===== src/rtl/seq_mixer.sv =====
// Time-multiplexed channel mixer: one multiply per clock across a frame of
// CHANNELS samples, then master gain, saturation and a one-cycle valid.
module seq_mixer #(
   parameter int WIDTH     = 8,
   parameter int CHANNELS  = 8,
   parameter int VOL_WIDTH = 4
) (
   input  logic                            clk_in,
   input  logic                            rst_in,
   input  logic                            sample_valid_in,
   input  logic [CHANNELS*WIDTH-1:0]       data_dry_in,
   input  logic [CHANNELS*VOL_WIDTH-1:0]   volume_in,
   input  logic [CHANNELS-1:0]             mute_in,
   input  logic [CHANNELS-1:0]             solo_in,
   input  logic [VOL_WIDTH-1:0]            master_in,
   output logic [WIDTH-1:0]                data_wet_out,
   output logic                            wet_valid_out,
   output logic                            clip_out,
   output logic                            overrun_out,
   output logic                            busy_out
);

   localparam int IW = $clog2(CHANNELS);
   localparam int PW = WIDTH + VOL_WIDTH + 1;
   localparam int AW = PW + $clog2(CHANNELS);
   localparam int SW = AW + VOL_WIDTH + 1;
   localparam int SH = 2 * (VOL_WIDTH - 1);

   localparam logic signed [SW-1:0] MAXV = SW'((2 ** (WIDTH - 1)) - 1);
   localparam logic signed [SW-1:0] MINV = ~MAXV;

   typedef enum logic [1:0] {
      IDLE,
      ACCUM,
      SCALE,
      OUT
   } state_t;

   state_t state_q, state_d;

   logic [CHANNELS*WIDTH-1:0]     data_q;
   logic [CHANNELS*VOL_WIDTH-1:0] vol_q;
   logic [CHANNELS-1:0]           en_q;
   logic [VOL_WIDTH-1:0]          master_q;
   logic signed [AW-1:0]          acc_q;
   logic [IW-1:0]                 idx_q;
   logic signed [SW-1:0]          scaled_q;
   logic [WIDTH-1:0]              wet_q;
   logic                          valid_q;
   logic                          clip_q;
   logic                          ovr_q;

   logic                          accept;
   logic                          drop;
   logic                          idx_last;
   logic                          solo_any;
   logic [CHANNELS-1:0]           en_in;
   logic signed [WIDTH-1:0]       smp_sel;
   logic [VOL_WIDTH-1:0]          vol_sel;
   logic signed [PW-1:0]          smp_ext;
   logic signed [PW-1:0]          vol_ext;
   logic signed [PW-1:0]          prod;
   logic signed [AW-1:0]          term;
   logic signed [SW-1:0]          acc_ext;
   logic signed [SW-1:0]          mst_ext;
   logic signed [SW-1:0]          prod_m;
   logic signed [SW-1:0]          scaled_d;
   logic [WIDTH-1:0]              sat_d;
   logic                          clip_d;

   always_ff @(posedge clk_in or negedge rst_in) begin
      if (!rst_in) state_q <= IDLE;
      else         state_q <= state_d;
   end

   always_comb begin
      state_d  = state_q;
      accept   = 1'b0;
      drop     = 1'b0;
      idx_last = (idx_q == IW'(CHANNELS - 1));
      unique case (state_q)
         IDLE: begin
            if (sample_valid_in) begin
               accept  = 1'b1;
               state_d = ACCUM;
            end
         end
         ACCUM: begin
            drop = sample_valid_in;
            if (idx_last) state_d = SCALE;
         end
         SCALE: begin
            drop    = sample_valid_in;
            state_d = OUT;
         end
         OUT: begin
            if (sample_valid_in) begin
               accept  = 1'b1;
               state_d = ACCUM;
            end else begin
               state_d = IDLE;
            end
         end
         default: state_d = IDLE;
      endcase
   end

   // Mute wins over solo; resolved once at snapshot time.
   always_comb begin
      solo_any = |solo_in;
      en_in    = ~mute_in & (solo_any ? solo_in : '1);
   end

   always_comb begin
      smp_sel = data_q[idx_q*WIDTH +: WIDTH];
      vol_sel = vol_q[idx_q*VOL_WIDTH +: VOL_WIDTH];
      smp_ext = PW'(smp_sel);
      vol_ext = PW'($signed({1'b0, vol_sel}));
      prod    = smp_ext * vol_ext;
      term    = en_q[idx_q] ? AW'(prod) : '0;
   end

   always_comb begin
      acc_ext  = SW'(acc_q);
      mst_ext  = SW'($signed({1'b0, master_q}));
      prod_m   = acc_ext * mst_ext;
      scaled_d = prod_m >>> SH;
   end

   always_comb begin
      sat_d  = scaled_q[WIDTH-1:0];
      clip_d = 1'b0;
      if (scaled_q > MAXV) begin
         sat_d  = MAXV[WIDTH-1:0];
         clip_d = 1'b1;
      end else if (scaled_q < MINV) begin
         sat_d  = MINV[WIDTH-1:0];
         clip_d = 1'b1;
      end
   end

   always_ff @(posedge clk_in or negedge rst_in) begin
      if (!rst_in) begin
         data_q   <= '0;
         vol_q    <= '0;
         en_q     <= '0;
         master_q <= '0;
         acc_q    <= '0;
         idx_q    <= '0;
         scaled_q <= '0;
         wet_q    <= '0;
         valid_q  <= 1'b0;
         clip_q   <= 1'b0;
         ovr_q    <= 1'b0;
      end else begin
         valid_q <= 1'b0;
         ovr_q   <= drop;
         if (accept) begin
            data_q   <= data_dry_in;
            vol_q    <= volume_in;
            en_q     <= en_in;
            master_q <= master_in;
            acc_q    <= '0;
            idx_q    <= '0;
         end else if (state_q == ACCUM) begin
            acc_q <= acc_q + term;
            idx_q <= idx_last ? '0 : idx_q + IW'(1);
         end
         if (state_q == SCALE) scaled_q <= scaled_d;
         if (state_q == OUT) begin
            wet_q   <= sat_d;
            clip_q  <= clip_d;
            valid_q <= 1'b1;
         end
      end
   end

   assign data_wet_out  = wet_q;
   assign wet_valid_out = valid_q;
   assign clip_out      = clip_q;
   assign overrun_out   = ovr_q;
   assign busy_out      = (state_q != IDLE);

endmodule


===== config.mk =====
export PLATFORM = sky130hd
export DESIGN_NAME = seq_mixer
export DESIGN_NICKNAME = d
export VERILOG_FILES = /design/src/rtl/seq_mixer.sv
export SDC_FILE = /design/constraint.sdc
export NUM_CORES = 1
export LEC_CHECK = 0
export CORE_MARGIN = 8
export CORE_UTILIZATION = 33
export DETAILED_ROUTE_END_ITERATION = 12
export PLACE_DENSITY_LB_ADDON = 0.08
export SLEW_MARGIN = 20
export SYNTH_ARGS = -nofsm -noshare
export SYNTH_HDL_FRONTEND = slang
export SYNTH_SLANG_ARGS = --single-unit

===== constraint.sdc =====
create_clock -name clk_in -period 8.05 [get_ports clk_in]
set_clock_uncertainty 0.05 [all_clocks]
set_input_delay 0.805 -clock clk_in [delete_from_list [all_inputs] [get_ports clk_in]]
set_output_delay 0.805 -clock clk_in [all_outputs]
set_load 0.01 [all_outputs]

# == After elaboration in Yosys (flattened, before gate mapping) ==
# Cells that the tools add are included.
# word_totals
output_inout_bits,12
regBits,155
# classes
mul,2
addsub,2
reduce_logical,7
order_cmp,3
muxes,21
shifts,2
eq_ne,6
n_bitwise,2
# op_table
op,n
indexed part select 64 x 7 -> 8 bit,1
2-to-1 mux 16 bit,3
indexed part select 32 x 6 -> 4 bit,1
2-to-1 mux 8 bit,3
multiplier 16 x 5 -> 21 bit,1
adder 16 bit,1
greater-than comparator 15 x 8 -> 1 bit (second input constant),1
less-than comparator 15 x 8 -> 1 bit (second input constant),1
multiplier 8 x 5 -> 13 bit,1
2-to-1 mux 3 bit,3
AND 8 bit,1
2-to-1 mux 1 bit,8
NOT 8 bit,1
case mux 2 bit (4 select lines),1
OR reduction 8 bit,1
equality test 2 bit (second input constant),2
less-than comparator 3 x 4 -> 1 bit (second input constant),1
2-to-1 mux 2 bit,2
!= test 2 bit (second input constant),2
nonzero test 2 bit,2
OR reduction 2 bit,2
adder 3 x 1 -> 3 bit (second input constant),1
binary-select mux 1 bit (select 3 bit),1
equality test 3 bit (second input constant),1
other kinds (3),3

# == Logic depth before layout (Yosys ltp) ==
# depth
word_depth,6
ltp_mapped,28
ltp_nobuf,25

# == Worst setup path after synthesis ==
# Ideal clock, no wire load.
# synth_timing
kind,register to register
start,register idx_q[0]
end,register acc_q[13]
required_ps,7859
setup_slack_ps,1793
t_arrival_ps,6066
setup_ps,141
stages_incl_launch_ff,25
cell_sequence,dfrtp_1 > buf_4 > buf_2 > buf_2 > mux4_2 > mux2i_1 > nor2_1 > ha_1 > inv_1 > fa_1 > fa_1 > inv_1 > ha_1 > a21o_1 > a21oi_1 > xor2_1 > nor2_1 > ha_1 > or3_1 > o2111ai_1 > a21oi_1 > or3_1 > maj3_2 > xnor2_1 > a21oi_1
# synth_between
elab_chain_len,6
elab_cells_between_ends,9
cone_classes,add/sub: 1; mul: 1; shift: 2; mux: 5
# synth_rtl
item,line,source
from (decl),46,logic [IW-1:0] idx_q;
from (signal assigned),167,idx_q <= idx_last ? '0 : idx_q + IW'(1);
"indexed part select 64 x 7 -> 8 bit, or another cell as far along",115,smp_sel = data_q[idx_q*WIDTH +: WIDTH];
multiplier 8 x 5 -> 13 bit or 2-to-1 mux 1 bit (tied branches),"119, 120",
2-to-1 mux 16 bit *,120,term = en_q[idx_q] ? AW'(prod) : '0;
adder 16 bit *,166,acc_q <= acc_q + term;
2-to-1 mux 16 bit *,165,end else if (state_q == ACCUM) begin
2-to-1 mux 16 bit *,158,if (accept) begin
to (signal assigned),166,
to (decl),45,logic signed [AW-1:0] acc_q;
# Every way passes the cells marked *; elsewhere a longest branch is shown, timed or not. The select of a mux whose other input is x is not followed.
# A chain may end at the register's enable or synchronous reset.

# == Worst setup path in the final report ==
# layout_timing
start,register idx_q[0]
end,register acc_q[11]
# The elaborated chain is that of the path after synthesis.

==> results summary <==
The quantity of hold-fixing buffers added after cts is 0. The top cell types in the final layout, fill and taps aside, are sky130_fd_sc_hd__nand2_1 (339), sky130_fd_sc_hd__dfrtp_1 (154), sky130_fd_sc_hd__clkdlybuf4s50_1 (129). Walking the worst path, the cells encountered are buf_4, mux4_2, mux2i_1, nor2_1, ha_1, inv_1, fa_1, fa_1, inv_1, ha_1, a211oi_1, o21bai_1, a21oi_1, xor2_1, nor2_1, ha_1, o2111ai_1, a21boi_0, o21a_1, nor3_1, or4b_2, a21oi_1. For this run, design rule violations remaining after detail routing come to 0. The worst path meets setup with 1.524 ns of slack.

The largest driver fanout on the critical path came out at 16. The mapped netlist covers 10930 um^2. IR analysis of the VDD net gives a maximum drop of 0.2238 mV. The total number of clock tree sinks came out at 155. The estimated wirelength of the detail-placed design is 20120 um.

For the worst-skew pair, the clock arrives at the later sink with an insertion delay of 0.44 ns. The standard cell core area is 32620 um^2. In this run the vertical extent of the chip is 198.0 um. The worst-case clock buffer depth is 2. The number of buffers added by the clock tree synthesis step came out at 17. The relative contribution of the clock network to total power came out at 14.7%. The tree is rooted in a sky130_fd_sc_hd__clkbuf_16. Prior to clock tree synthesis, the placed netlist has a worst setup slack of 1.502 ns. The max-cap check violation count came out at 0. The number of buffers and inverters on the critical path is 3. The wire length of the first global-routing pass came out at 43610 um. The gate count after technology mapping is 1200.

Clock-pin slew was measured on the worst setup and hold paths at 0.07 ns. The sequential fraction of design power came out at 25.5%. The launching point of the worst reg2reg path is idx_q[0]$_DFFE_PN0P_. The H-tree was split into 4 levels.

The critical path is of the flip-flop to flip-flop type. The overall overflow remaining after global route is 0. The initial standard-cell utilization of the core is 33.51%. The tightest min-delay check is of the input pin to asynchronous set/reset pin type.

The CTS tree is built. The launching element of the worst setup path is idx_q[0]$_DFFE_PN0P_. The worst register-to-register path has a setup slack of 1.52 ns. The number of setup buffers added after CTS is 0. The flow ran to the end, and the final reports show no timing, DRC or antenna violations.

The total nets after synthesis came out at 1452. The number of warning messages in the yosys log is 0. The number of pins with negative max-slew slack in the final report is 0. On the final layout, the worst hold slack is 0.2151 ns. In this run the critical register-to-register path is captured at acc_q[11]$_DFFE_PN0P_.

Setup repair after global routing left no endpoint under its margin. The length in cells of the worst reg-to-reg path is 22. For the worst setup path, the data required time is 8.36 ns. The type of origin of the critical path is a flip-flop. The most numerous cell type found on the critical path is sky130_fd_sc_hd__ha_1. Summed over all layers, the routed wires come to 26030 um. In the synthesized netlist the dominant register cell turns out to be sky130_fd_sc_hd__dfrtp_1. Following the worst setup path forward leads to its endpoint at acc_q[11]$_DFFE_PN0P_. In this run the remaining antenna-violating nets after routing total 0. Derived from the worst setup path, the maximum achievable clock frequency is 0.1532 GHz.

The detailed-routing iteration count for the pre-antenna-repair pass came out at 4. The top-level I/O count is 131. The number of global-route vias before repair is 8530. Of the available clock period, the critical path in the final layout requires 81.07%. Counting distinct cell types in the post-synthesis netlist gives 61. Entering global routing, the biggest net connects 85 pins. The number of input and output port buffers inserted is 130. The number of flops mapped to enable cells by yosys is 0. In this run, post-CTS repair resized a total of 0 instances. The critical path's top delay family is adder cells.

The worst setup path is captured at a flip-flop. In this design, the stage delay of the slowest critical-path cell is 0.61 ns. The via count is 8161. The initial antenna violation count is 1.

The net count of the finished layout is 1564. The total negative slack for setup checks is 0 ns. Setup violations remaining at the end of the flow were counted as 0. The iteration-0 DRC count of the detailed router came out at 326. The total count of hold-check failures in the final report is 0. The leakage power figure came out at 6.698 nW. The fraction of power spent switching nets is 45.89%. The async set-or-reset flop fraction in the synthesized netlist came out at 100.0%. The critical path depth came out at 22. The area growth from synthesis to layout is 21.70%. The placed cell count came out at 1734. The area used by sequential logic in the layout is 3880 um^2. Data on the critical path arrives at its endpoint at 6.83 ns. The final non-filler cell total is 1768. The sequential cell area fraction in the yosys report is 35.49%. The total net switching power is 2.552 mW.

The library cell used most frequently in the layout, excluding fill and tap cells, is sky130_fd_sc_hd__nand2_1. From left edge to right edge, the die measures 198.0 um. The internal portion of total power is 3.009 mW. The design draws 5.561 mW. The proportion of layout cells with a drive suffix above 1 is 7.472%.

The minimum period implied by the final worst setup slack came out at 6.526 ns. The power per cell area came out at 418.0 nW/um^2. The die covers 39200 um^2.

The mean number of vias per cell came out at 4.616. The synthesized area per cell is 9.109 um^2. The area occupied by multi-input gates came out at 6391 um^2. The max-slew headroom at the worst pin came out at 38.85%.

The congestion estimate from routability-driven global placement came to 0.7231. The combinational group share of total power is 59.9%. The total global-route track usage is 13.74%.

The total of fill cells in the finished design came out at 3289. The number of cell rows is 66. The synthesis-stage register bit count is 155. The slew at the pin with the worst max-slew slack is 0.9173 ns. In the final routed layout, each cell accounts on average for 14.72 um.

On the critical path, the stage with the largest delay is an instance of sky130_fd_sc_hd__or4b_2.
## per-layer routing
| layer | global-route usage [%] | up-vias | part of all wire, % |
|---|---|---|---|
| li1 | - | 4138 | - |
| met1 | 18.49 | 3901 | 48 |
| met2 | 21.88 | 105 | 47 |
| met3 | 3.480 | 15 | 4.2 |
| met4 | 3.319 | 2 | 0.74 |
| met5 | 0 | - | 0.050 |
## cell families after synthesis
| family | after synthesis | share of synthesized area [%] |
|---|---|---|
| compound gates | 114 | 6.765 |
| xor+xnor | 34 | 2.724 |
| fa+ha+maj | 135 | 18.86 |
| buf+inv | 174 | 6.181 |
| flops | 155 | 35.49 |
| mux | 64 | 9.272 |
| simple gates | 524 | 20.71 |
## through the flow
step | utilization [%] | instance area (um^2)
CTS | 40.69 | 13270
detailed placement | 38.86 | 12670
finish | 40.78 | 13300
global route | 40.77 | 13300
global placement | 38.86 | 12670
floorplan | - | 10930
## worst min path at each step
| stage | depth (start not counted) | startpoint | endpoint |
|---|---|---|---|
| 6_report | 1 | rst_in | clip_out$_DFFE_PN0P_ |
| 5_1_grt | 1 | rst_in | clip_out$_DFFE_PN0P_ |
| 4_1_cts | 1 | rst_in | clip_out$_DFFE_PN0P_ |
| 3_5_place_dp | 2 | data_q[7]$_DFFE_PN0P_ | data_q[7]$_DFFE_PN0P_ |
| 3_3_place_gp | 2 | data_q[47]$_DFFE_PN0P_ | data_q[47]$_DFFE_PN0P_ |
| 2_1_floorplan | 2 | data_q[23]$_DFFE_PN0P_ | data_q[23]$_DFFE_PN0P_ |
## layout make-up
| cell class | count | share of cell area [%] |
|---|---|---|
| timing repair buffer | 141 | 10.56 |
| inverter | 126 | 3.555 |
| antenna | 1 | 0.01881 |
| clock inverter | 15 | 1.298 |
| clock buffer | 17 | 3.198 |
| tap | 442 | 4.157 |
| sequential | 155 | 29.17 |
| multi-input combinational | 871 | 48.04 |
## cell usage after synthesis, types with 7 or more instances
cell	instances	area, um^2
sky130_fd_sc_hd__dfrtp_1	155	3879
sky130_fd_sc_hd__nor2_1	71	266.5
sky130_fd_sc_hd__nor2b_1	10	62.56
sky130_fd_sc_hd__o21bai_1	7	52.55
sky130_fd_sc_hd__mux2i_1	24	240.2
sky130_fd_sc_hd__o22ai_1	7	43.79
sky130_fd_sc_hd__a21o_1	11	82.58
sky130_fd_sc_hd__nand2_1	339	1272
sky130_fd_sc_hd__clkbuf_1	37	138.9
sky130_fd_sc_hd__xnor2_1	21	183.9
sky130_fd_sc_hd__o21ai_0	17	85.08
sky130_fd_sc_hd__or2_2	7	43.79
sky130_fd_sc_hd__mux4_2	24	540.5
sky130_fd_sc_hd__nor3_1	7	35.03
sky130_fd_sc_hd__and2_1	44	275.3
sky130_fd_sc_hd__ha_1	83	1039
sky130_fd_sc_hd__mux2_2	12	135.1
sky130_fd_sc_hd__fa_1	50	1001
sky130_fd_sc_hd__nand3_1	7	35.03
sky130_fd_sc_hd__o31ai_1	10	75.07
sky130_fd_sc_hd__xor2_1	13	113.9
sky130_fd_sc_hd__inv_1	126	473.0
sky130_fd_sc_hd__a21oi_1	32	160.2
## power by group through the flow
stage               logic, mW  clock network [mW]  registers [mW]
CTS                      3.39               0.843            1.43
global placement         3.35                   0            1.44
detailed placement       3.36                   0            1.44
global route             3.87               0.870            1.47
finish                   3.33               0.815            1.42
floorplan                2.70                   0            1.30
## registers in the layout (all words and copies together), names as in the netlist
name and count:
overrun_out 1, en_q 8, state_q 2, data_q 64
scaled_q 15, idx_q 3, vol_q 32, clip_out 1
master_q 4, data_wet_out 8, wet_valid_out 1, acc_q 16
(Power assumes the default switching activity.)
